<file path="src/rtl/ysyx_24100029_pkg.sv">
// Shared constants for the IDU->EXU pipeline slice.
// Forwarding select encodings and default datapath widths.
package ysyx_24100029_pkg;

    localparam int XLEN_DEFAULT   = 32;
    localparam int CTRL_W_DEFAULT = 16;

    localparam logic [1:0] FWD_RF  = 2'b00;
    localparam logic [1:0] FWD_EXU = 2'b01;
    localparam logic [1:0] FWD_MEM = 2'b10;

endpackage

</file>
<file path="src/rtl/ysyx_24100029_fwd_mux.sv">
// Combinational 3-way source operand select.
// Reserved select code 2'b11 falls back to the register file.
module ysyx_24100029_fwd_mux
    import ysyx_24100029_pkg::*;
#(
    parameter int W = XLEN_DEFAULT
) (
    input  logic [1:0]   choice,
    input  logic [W-1:0] rf_data,
    input  logic [W-1:0] exu_data,
    input  logic [W-1:0] mem_data,
    output logic [W-1:0] src
);

    always_comb begin
        src = rf_data;
        unique case (1'b1)
            (choice == FWD_EXU): src = exu_data;
            (choice == FWD_MEM): src = mem_data;
            default:             src = rf_data;
        endcase
    end

endmodule

</file>
<file path="src/rtl/ysyx_24100029_idu_exu_pipe.sv">
// ID->EX pipeline register with operand forwarding and load-use stall.
// Define YSYX_24100029_PIPE_PERF_EN to add saturating perf counters.
module ysyx_24100029_idu_exu_pipe
    import ysyx_24100029_pkg::*;
#(
    parameter int XLEN   = XLEN_DEFAULT,
    parameter int CTRL_W = CTRL_W_DEFAULT
) (
    input  logic              clk,
    input  logic              rst,
    input  logic              flush,
    input  logic              in_valid,
    output logic              in_ready,
    input  logic [XLEN-1:0]   in_pc,
    input  logic [XLEN-1:0]   in_imm,
    input  logic [4:0]        in_rd,
    input  logic              in_r_wen,
    input  logic [CTRL_W-1:0] in_ctrl,
    input  logic [XLEN-1:0]   rf_rs1_data,
    input  logic [XLEN-1:0]   rf_rs2_data,
    input  logic [1:0]        rs1_choice,
    input  logic [1:0]        rs2_choice,
    input  logic [XLEN-1:0]   exu_fwd_data,
    input  logic [XLEN-1:0]   mem_fwd_data,
    input  logic              exu_is_load,
    output logic              out_valid,
    input  logic              out_ready,
    output logic [XLEN-1:0]   out_pc,
    output logic [XLEN-1:0]   out_imm,
    output logic [XLEN-1:0]   out_src1,
    output logic [XLEN-1:0]   out_src2,
    output logic [4:0]        out_rd,
    output logic              out_r_wen,
    output logic [CTRL_W-1:0] out_ctrl
`ifdef YSYX_24100029_PIPE_PERF_EN
    ,
    output logic [31:0]       perf_stall_cnt,
    output logic [31:0]       perf_bubble_cnt,
    output logic [31:0]       perf_flush_cnt
`endif
);

    logic [XLEN-1:0] src1;
    logic [XLEN-1:0] src2;
    logic            load_use;
    logic            in_fire;
    logic            out_fire;

    ysyx_24100029_fwd_mux #(.W(XLEN)) u_mux1 (
        .choice   (rs1_choice),
        .rf_data  (rf_rs1_data),
        .exu_data (exu_fwd_data),
        .mem_data (mem_fwd_data),
        .src      (src1)
    );

    ysyx_24100029_fwd_mux #(.W(XLEN)) u_mux2 (
        .choice   (rs2_choice),
        .rf_data  (rf_rs2_data),
        .exu_data (exu_fwd_data),
        .mem_data (mem_fwd_data),
        .src      (src2)
    );

    // A load in EXU has no data yet; forwarding from EXU must wait a cycle
    assign load_use = in_valid & exu_is_load &
                      ((rs1_choice == FWD_EXU) | (rs2_choice == FWD_EXU));
    assign in_ready = ~flush & ~load_use & (~out_valid | out_ready);
    assign in_fire  = in_valid & in_ready;
    assign out_fire = out_valid & out_ready;

    always_ff @(posedge clk) begin
        if (rst) begin
            out_valid <= 1'b0;
            out_pc    <= '0;
            out_imm   <= '0;
            out_src1  <= '0;
            out_src2  <= '0;
            out_rd    <= '0;
            out_r_wen <= 1'b0;
            out_ctrl  <= '0;
        end else if (flush) begin
            out_valid <= 1'b0;
        end else if (in_fire) begin
            out_valid <= 1'b1;
            out_pc    <= in_pc;
            out_imm   <= in_imm;
            out_src1  <= src1;
            out_src2  <= src2;
            out_rd    <= in_rd;
            out_r_wen <= in_r_wen;
            out_ctrl  <= in_ctrl;
        end else if (out_fire) begin
            out_valid <= 1'b0;
        end
    end

`ifdef YSYX_24100029_PIPE_PERF_EN
    always_ff @(posedge clk) begin
        if (rst) begin
            perf_stall_cnt  <= '0;
            perf_bubble_cnt <= '0;
            perf_flush_cnt  <= '0;
        end else begin
            if (load_use && perf_stall_cnt != '1)
                perf_stall_cnt <= perf_stall_cnt + 32'd1;
            if (out_fire && !in_fire && perf_bubble_cnt != '1)
                perf_bubble_cnt <= perf_bubble_cnt + 32'd1;
            if (flush && out_valid && perf_flush_cnt != '1)
                perf_flush_cnt <= perf_flush_cnt + 32'd1;
        end
    end
`endif

endmodule

</file>
<file path="config.mk">
export PLATFORM = sky130hd
export DESIGN_NAME = ysyx_24100029_idu_exu_pipe
export DESIGN_NICKNAME = d
export VERILOG_FILES = /design/src/rtl/ysyx_24100029_pkg.sv /design/src/rtl/ysyx_24100029_fwd_mux.sv /design/src/rtl/ysyx_24100029_idu_exu_pipe.sv
export SDC_FILE = /design/constraint.sdc
export NUM_CORES = 1
export LEC_CHECK = 0
export CORE_ASPECT_RATIO = 1.25
export CORE_MARGIN = 3
export CORE_UTILIZATION = 30
export DETAILED_ROUTE_END_ITERATION = 8
export PLACE_DENSITY_LB_ADDON = 0.1
export SYNTH_ARGS = -nofsm -noshare
export SYNTH_HDL_FRONTEND = slang
export SYNTH_SLANG_ARGS = --single-unit
export TNS_END_PERCENT = 1
</file>
<file path="constraint.sdc">
create_clock -name clk -period 5.8 [get_ports clk]
set_input_delay 0.58 -clock clk [delete_from_list [all_inputs] [get_ports clk]]
set_output_delay 0.58 -clock clk [all_outputs]
set_load 0.005 [all_outputs]
</file>
==> summary.txt <==
Run status
  – Status: completed

GRT
  – Tot GR Track Use: 22.2%
  – Global-route wire length before repair: 48.4 mm
  – Largest net degree at the start of global routing: 87
  – Vias in the first global route: 7914
  – Initial antenna violation count: 4
  – Grt ovf: 0

Synth
  – Synth Area in Compound Gates: 34.8%
  – Syn. warnings: 0
  – Flops & latches, synth: 151
  – Synth Instances: 801
  – Synthesized netlist net count: 1029
  – Post-Synth Adder-Cell Area: 0.654%
  – Avg Synthesized Cell Area: 9.55 sq um
  – Main combinational cell family by area after synthesis: compound AO/OA/AOI/OAI gates
  – Simple-Gate Fraction of Synth Area: 18.2%
  – Mux contribution to synthesized area: 0%
  – Distinct cells, synth: 21
  – Xor/xnor share of the synthesized area: 0%
  – Synth Cell Area: 7650 sq um
  – Sequential area share after synthesis: 39.5%

STA
  – Worst-margin pin slew: 1.19 ns
  – Worst setup margin: 2.18 ns
  – RSZ-0062 raised after global routing: false
  – Setup tns final: 0 ns
  – F_max: 276 MHz
  – Setup violations, final: 0
  – Hold Fails Final Rpt: 0
  – Fin crit share: 62.5%
  – Clock Skew: 0.0123 ns
  – Slew headroom: 20.7%
  – Tmin final: 3.62 ns
  – Max-slew violations: 0

Detailed routing
  – Vias: 7913
  – Post-DR vias/cell: 5.51
  – Routed len/inst: 22.5 microns
  – TritonRoute pass-1 iters: 5
  – Starting DRT DRC Count: 376
  – Drc violations: 0
  – Antenna-violating nets left: 0
  – Final Routed Wirelength: 32.3 mm

Die
  – Rows: 64
  – Starting Density: 30.8%
  – Boundary pin count: 376
  – Core Box Area: 24800 sq um
  – Full die area: 27500 sq um
  – Die Y: 185 microns
  – DIE WIDTH: 149 microns

Worst hold path
  – Worst min path class: flip-flop to flip-flop

Power and ir drop
  – Peak VDD IR: 0.186 mV
  – PD cells: 243 nW/um^2
  – Pleak: 3.99 nW
  – Power Total: 0.00294 W

Clock network
  – Reg clk slew, reported paths: 0.06 ns
  – CTS Buf Count: 17
  – Post-CTS resize count: 0
  – Htree depth: 4
  – Clk root buf: clkbuf_16
  – TritonCTS clock tree: built
  – Clk_lat worst skew: 0.42 ns
  – Clk buf depth: 2
  – Cts hold-fix bufs: 0
  – Setup Fix Bufs, Post-CTS: 0
  – CTS Sinks: 151

Worst setup path
  – WP data required: 5.22 ns
  – Crit path max fanout: 50
  – Worst EP arrival: 3.04 ns
  – CP Capture Type: output port
  – CP startpoint kind: input pin
  – CP Class: input pin to output port

Final layout
  – Fillers: 2369
  – Fin nets: 1318
  – Post-layout util: 48.7%
  – Most common cell after layout, fill and taps aside: clkdlybuf4s50_1
  – Layout cell share with drive strength beyond 1: 10.3%
  – Fin area: 12100 sq um
  – Area growth, synth to finish: 58.0%
  – Commonest non-fill, non-tap cells in the layout: clkdlybuf4s50_1, dfxtp_1, a21oi_1, nand4_1, o31ai_1

Placement
  – Pre-CTS setup slack: 2.01 ns
  – Hpwl dp: 21.3 mm
  – GP Congestion: 0.784
  – Number of port buffers: 375
  – Placement Cell Area: 11500 sq um

Run
  – Max_cap viols: 0
layer usage:
layer  wire length, microns  GRT usage (%)  part of all wire [%]  vias to the layer above
li1                       -              -                     -                     3725
met1                  13200           27.9                    41                     3835
met2                  15700           36.2                    49                      317
met3                   2730           7.06                   8.4                       34
met4                    597           7.40                   1.8                        2
met5                     13              0                 0.040                        -
power by group:
| part | leakage, nW | internal (W) | switching (W) |
|---|---|---|---|
| logic | 2.45 | 0.000334 | 0.000284 |
| registers | 1.23 | 0.00109 | 0.0000285 |
| clock network | 0.307 | 0.000697 | 0.000506 |
| total | 3.99 | 0.00212 | 0.000819 |
cells in the mapped netlist (all sizes together):
master  instances  share of area (%)
nand2b         66                5.4
inv             4               0.20
o31ai          86                8.4
dfxtp         151                 40
clkbuf         88                4.3
nor2b          66                5.4
a21oi          87                5.7
nand4          86                7.0
a221oi         64                7.3
or4             1               0.15
nor3            2               0.20
o32ai          64                 13
buf            29                2.3
ha              4               0.65
o21ai           1              0.065
o21a            1              0.098
a211oi          1              0.098
logic make-up (layout without fill, tap and decap cells):
| family | Yosys count | count (layout) |
|---|---|---|
| AO/OA/AOI/OAI | 304 | 304 |
| adder cells (fa/ha/maj) | 4 | 4 |
| buffers and inverters | 121 | 423 |
| flip-flops | 151 | 151 |
| other | 0 | 3 |
| AND/OR/NAND/NOR | 221 | 221 |
stage by stage:
step,hold WS (ns),cells
after floorplan,0.465,801
after global placement,0.454,1401
final,0.468,1436
after CTS,0.469,1433
after global routing,0.482,1436
after detailed placement,0.460,1401
cell type report:
cell class | count | area (sq um) | share of cell area (%)
Multi-Input combinational cell | 529 | 4160 | 34.4
Tap cell | 330 | 413 | 3.42
Timing Repair Buffer | 387 | 3840 | 31.8
Clock buffer | 17 | 425 | 3.52
Clock inverter | 15 | 200 | 1.66
Inverter | 4 | 15.0 | 0.124
Sequential cell | 151 | 3020 | 25.0
Antenna cell | 3 | 7.51 | 0.0621
worst max-delay path, cell delays in order:
cell and delay, ns:
clkdlybuf4s50_1 0.48, inv_1 0.05, ha_1 0.16, buf_4 0.27, o21a_4 0.47, a211oi_1 0.42, clkdlybuf4s50_1 0.57
final timing paths:
| kind | depth (start not counted) | slack, ns | start | endpoint |
|---|---|---|---|---|
| worst min-delay path | 2 | 0.47 | out_pc[31] | out_pc[31] |
| worst min register to register | 2 | 0.47 | out_pc[31] | out_pc[31] |
| worst max register to register | 3 | 3.22 | out_valid | out_src1[15] |
| worst max-delay path | 7 | 2.18 | rs1_choice[1] | in_ready |
flip-flops by register name (all words and copies together), names as in the netlist:
name	flops
out_valid	1
out_r_wen	1
out_ctrl	16
out_pc	32
out_imm	32
out_rd	5
out_src2	32
out_src1	32
No activity file was read; power rests on OpenSTA's default activity.
